File: config.mk
export PLATFORM = sky130hd
export DESIGN_NAME = aes_stream_source
export DESIGN_NICKNAME = d
export VERILOG_FILES = /design/src/rtl/aes_stream_source.sv
export SDC_FILE = /design/constraint.sdc
export NUM_CORES = 1
export LEC_CHECK = 0
export BUFFER_PORTS_ARGS = -buffer_cell sky130_fd_sc_hd__buf_2
export CORE_UTILIZATION = 40
export CTS_CLUSTER_SIZE = 20
export DETAILED_ROUTE_END_ITERATION = 8
export PLACE_DENSITY = 0.74
export SLEW_MARGIN = 20
export SYNTH_ARGS = -nofsm -noshare
export SYNTH_HDL_FRONTEND = slang
export SYNTH_SLANG_ARGS = --single-unit
File: constraint.sdc
create_clock -name clk -period 7.3 [get_ports clk]
set_clock_uncertainty 0.2 [all_clocks]
set_input_delay 0.73 -clock clk [delete_from_list [all_inputs] [get_ports clk]]
set_output_delay 0.73 -clock clk [all_outputs]
set_load 0.005 [all_outputs]
File: src/rtl/aes_stream_source.sv
// TCDM read streamer for the AES HWPE: fetches trans_size words from base_addr
// and forwards them through a small credit-limited FIFO to the engine stream.
module aes_stream_source #(
  parameter int unsigned FIFO_DEPTH = 2,
  parameter int unsigned ADDR_WIDTH = 32,
  parameter int unsigned DATA_WIDTH = 32
) (
  input  logic                  clk,
  input  logic                  reset_n,
  input  logic                  clear,
  input  logic                  req_start_i,
  input  logic [ADDR_WIDTH-1:0] base_addr_i,
  input  logic [15:0]           trans_size_i,
  output logic                  ready_start_o,
  output logic                  done_o,
  output logic                  tcdm_req_o,
  input  logic                  tcdm_gnt_i,
  output logic [ADDR_WIDTH-1:0] tcdm_add_o,
  output logic                  tcdm_wen_o,
  output logic [3:0]            tcdm_be_o,
  input  logic [DATA_WIDTH-1:0] tcdm_r_data_i,
  input  logic                  tcdm_r_valid_i,
  output logic [DATA_WIDTH-1:0] data_o,
  output logic                  valid_o,
  input  logic                  ready_i
);

  localparam int unsigned PTR_W = (FIFO_DEPTH > 1) ? $clog2(FIFO_DEPTH) : 1;
  localparam int unsigned CNT_W = $clog2(FIFO_DEPTH + 1);
  localparam int unsigned SUM_W = CNT_W + 1;

  typedef enum logic [1:0] {IDLE, FETCH, DRAIN, DONE} state_e;

  state_e                 state_q, state_d;
  logic [ADDR_WIDTH-1:0]  addr_q;
  logic [15:0]            rem_req_q, rem_out_q;
  logic [CNT_W-1:0]       outstanding_q, drop_q, fifo_count;
  logic [PTR_W-1:0]       wr_ptr, rd_ptr;
  logic [DATA_WIDTH-1:0]  mem [FIFO_DEPTH];
  logic                   accept, grant, resp_live, push, pop, credit, fifo_empty;

  // Credit: never request more than the FIFO could absorb
  assign fifo_empty = (fifo_count == '0);
  assign credit     = (SUM_W'(outstanding_q) + SUM_W'(fifo_count)) < SUM_W'(FIFO_DEPTH);
  assign tcdm_req_o = (state_q == FETCH) && (rem_req_q != 16'd0) && credit && !clear;
  assign grant      = tcdm_req_o && tcdm_gnt_i;
  assign resp_live  = tcdm_r_valid_i && (drop_q == '0);
  assign push       = resp_live && !clear;
  assign valid_o    = !fifo_empty;
  assign pop        = valid_o && ready_i && !clear;
  assign accept     = (state_q == IDLE) && req_start_i && !clear;

  assign tcdm_add_o    = addr_q;
  assign tcdm_wen_o    = 1'b1;
  assign tcdm_be_o     = 4'hF;
  assign data_o        = fifo_empty ? '0 : mem[rd_ptr];
  assign ready_start_o = (state_q == IDLE);
  assign done_o        = (state_q == DONE);

  always_ff @(posedge clk or negedge reset_n) begin
    if (!reset_n) state_q <= IDLE;
    else          state_q <= state_d;
  end

  always_comb begin
    state_d = state_q;
    case (state_q)
      IDLE:  if (req_start_i) state_d = (trans_size_i == 16'd0) ? DONE : FETCH;
      FETCH: if (grant && (rem_req_q == 16'd1)) state_d = DRAIN;
      DRAIN: if (pop && (rem_out_q == 16'd1)) state_d = DONE;
      DONE:  state_d = IDLE;
      default: state_d = IDLE;
    endcase
    if (clear) state_d = IDLE;
  end

  // Counters, address and FIFO bookkeeping
  always_ff @(posedge clk or negedge reset_n) begin
    if (!reset_n) begin
      addr_q        <= '0;
      rem_req_q     <= '0;
      rem_out_q     <= '0;
      outstanding_q <= '0;
      drop_q        <= '0;
      fifo_count    <= '0;
      wr_ptr        <= '0;
      rd_ptr        <= '0;
    end else if (clear) begin
      addr_q        <= '0;
      rem_req_q     <= '0;
      rem_out_q     <= '0;
      outstanding_q <= '0;
      fifo_count    <= '0;
      wr_ptr        <= '0;
      rd_ptr        <= '0;
      // Remember responses still in flight so they are discarded on arrival
      drop_q <= (tcdm_r_valid_i && (outstanding_q != '0)) ? outstanding_q - CNT_W'(1)
                                                           : outstanding_q;
    end else begin
      if (accept) begin
        addr_q    <= base_addr_i;
        rem_req_q <= trans_size_i;
        rem_out_q <= trans_size_i;
      end else begin
        if (grant) begin
          addr_q    <= addr_q + ADDR_WIDTH'(4);
          rem_req_q <= rem_req_q - 16'd1;
        end
        if (pop) rem_out_q <= rem_out_q - 16'd1;
      end
      if (tcdm_r_valid_i && (drop_q != '0)) drop_q <= drop_q - CNT_W'(1);
      case ({grant, resp_live})
        2'b10:   outstanding_q <= outstanding_q + CNT_W'(1);
        2'b01:   if (outstanding_q != '0) outstanding_q <= outstanding_q - CNT_W'(1);
        default: outstanding_q <= outstanding_q;
      endcase
      case ({push, pop})
        2'b10:   fifo_count <= fifo_count + CNT_W'(1);
        2'b01:   fifo_count <= fifo_count - CNT_W'(1);
        default: fifo_count <= fifo_count;
      endcase
      if (push) wr_ptr <= wr_ptr + PTR_W'(1);
      if (pop)  rd_ptr <= rd_ptr + PTR_W'(1);
    end
  end

  always_ff @(posedge clk) begin
    if (push) mem[wr_ptr] <= tcdm_r_data_i;
  end

  assert property (@(posedge clk) disable iff (!reset_n)
                   !(push && (fifo_count == CNT_W'(FIFO_DEPTH))));

endmodule

==> out/qor.txt <==
Status: finished clean
Hold Violations, Final: 0
Final setup fails: 0
VDD IR max: 249 µV
Largest net degree at the start of global routing: 75
Initial antenna violation count: 0
Initial Util: 41.3%
Die width: 136 µm
Final TNS setup: 0 ps
Vias per cell: 5.69
Post-synth top area share: 26.6%
CTS buffer count: 17
Cts-stage hold buffer count: 0
Final ANT Viol Nets: 0
# Post-CTS Setup Buffers: 0
Area leader, netlist: edfxtp_1
Min Tclk post-route: 3520 ps
Clock-pin transition on the worst setup and hold timing paths: 60 ps
CTS tree: built
CP arrival: 2590 ps
Total wire length: 17800 µm
#FFs+latches synth: 138
Slew headroom: 33.7%
Mapped Area: 7220 µm²
Crit path from: rem_req_q[0]
H-tree level count: 4
Core area: 17500 µm²
# rows: 48
PortBufs: 154
CTS root buffer: clkbuf_16
Worst r2r path cells: 7
Initial DRC count: 452
Setup crit start kind: flop
Most frequent cell after synthesis: dfrtp_1
Unrepaired setup endpoints after global routing: false
First-pass GRT wire length: 28800 µm
Antenna Cells: 0
Die H: 136 µm
Cts repair resizes: 0
Yosys warns: 0
RD Place Congestion: 0.834
CP Max Fanout: 13
Area grow syn2layout: 20.5%
Fin nets: 913
Gr ovfl total: 0
Worst EP required: 6370 ps
Routed WL per cell: 16.9 µm
Synth Instances: 671
MaxCap Viol Count: 0
Pwr Density: 327 nW/µm²
Max Root-Sink Buffers: 2
WS Path Type: reg -> out
Hold WC Path Type: in -> async
Register area share after synthesis: 52.3%
Worst hold slack: 256 ps
Final core utilization: 49.8%
Setup slack on the worst flop-to-flop path: 4040 ps
Drt drc: 0
R2R Path Start: fifo_count[0]
End of the worst register-to-register path: tcdm_add_o[27]
Post-synth EDFFs: 64
Total track usage: 19.9%
Clock Latency Late Sink: 420 ps
I/O pin total: 160
Worst Tran Pin Value: 994 ps
Pre-antenna DRT Iters: 5
Vias: 5985
Vias in the first global route: 5753
Layout cells sized above 1: 26.8%
CTS sink cnt: 138
Lkg Pwr: 3.51 nW
CP endpoint kind: primary output
Fmax: 284 MHz
Commonest cells in the netlist: dfrtp_1 (74), nor2_1 (65), edfxtp_1 (64)
Dpl hpwl: 12100 µm
Main synth FF type: dfrtp_1
Pins Over Slew Limit: 0
CP Capture Point: tcdm_req_o
Die area: 18600 µm²
Netlist cell types: 70
Crit share post-route: 48.3%
Top post-synthesis cells by area: edfxtp_1 (27%), dfrtp_1 (26%), mux2i_1 (4.6%)
Syn Area/Cell: 10.8 µm²
Synth async-reset ratio: 53.6%
through the flow:
stage          power [mW]  instances  worst slack (ps)  cell area, µm²
6_report             2.85       1051              3780            8700
3_3_place_gp         2.02       1019              4130            8150
5_1_grt              3.02       1051              3600            8700
3_5_place_dp         2.04       1019              4060            8150
4_1_cts              2.86       1051              3770            8700
2_1_floorplan        1.74        675              3170            7240
critical path, cell delays in order (launching register included):
cell and delay (ps):
dfrtp_1 440, inv_1 120, ha_1 220, nor4b_2 390, nand4_2 520, and2_1 350, buf_2 130
where the power goes:
group | switching (mW) | leakage (nW) | total [mW] | internal [mW]
clock | 0.365 | 0.265 | 0.812 | 0.447
sequential | 0.174 | 1.56 | 1.13 | 0.960
combinational | 0.526 | 1.69 | 0.899 | 0.373
total | 1.07 | 3.51 | 2.85 | 1.78
worst min-delay path by stage:
stage / to / slack (ps) / start
floorplan: drop_q[0] / 230 / reset_n
global placement: rem_out_q[11] / 290 / rem_out_q[11]
detailed placement: rem_out_q[11] / 290 / rem_out_q[11]
CTS: tcdm_add_o[5] / 280 / reset_n
global route: mem[0][2] / 280 / tcdm_r_data_i[2]
finish: tcdm_add_o[4] / 260 / reset_n
routing by layer:
metal	track usage, %	routed length [µm]	vias up
met5	0	0	-
met2	32.4	8420	269
met1	25.7	7530	2886
met4	5.06	197	0
li1	-	-	2814
met3	5.85	1640	16
cell usage in the layout (no fill, tap or decap), types with 6 or more instances in the layout:
| cell type | Yosys | layout |
|---|---|---|
| buf_2 | 5 | 153 |
| dfrtp_1 | 74 | 73 |
| nor2_1 | 65 | 64 |
| edfxtp_1 | 64 | 64 |
| a21oi_1 | 48 | 48 |
| o21ai_0 | 46 | 46 |
| nand2_1 | 40 | 39 |
| mux2i_1 | 33 | 33 |
| xnor2_1 | 22 | 22 |
| nand3_1 | 19 | 19 |
| a31oi_1 | 17 | 17 |
| clkbuf_16 | 0 | 17 |
| inv_1 | 16 | 16 |
| nor4_1 | 16 | 16 |
| nand4_1 | 14 | 14 |
| xor2_1 | 13 | 13 |
| or4_1 | 12 | 12 |
| nor3_1 | 13 | 12 |
| ha_1 | 12 | 12 |
| and4_1 | 9 | 9 |
| o31ai_1 | 9 | 9 |
| o211ai_1 | 9 | 9 |
| buf_4 | 8 | 7 |
| inv_6 | 0 | 6 |
area by class of cell:
type                    instances  area, µm²
clock buffers                  17        425
clock inverters                15        130
inverters                      16       60.1
repair buffers                160        818
multi-input cells             480       3210
fillers                      1611       8770
flip-flops and latches        138       3770
well taps                     225        282
cell families (layout without fill, tap and decap cells):
kind of cell,after synthesis,in the layout,share of synthesized area (%)
AOI/OAI and AO/OA,164,164,14.4
xor gates and xnor gates,35,35,4.24
adders and majority gates,13,13,2.36
buffers and inverters,57,208,3.69
DFF,138,138,52.3
muxes,34,34,4.73
other,1,5,0.0519
and+or+nand+nor,229,229,18.2
sequential cells by signal, summed over array words and instances (netlist names):
signal,cells
mem,64
tcdm_add_o,32
rem_out_q,16
rem_req_q,16
drop_q,2
fifo_count,2
outstanding_q,2
state_q,2
rd_ptr,1
wr_ptr,1
Note: power is estimated with default switching activity, not from simulation.
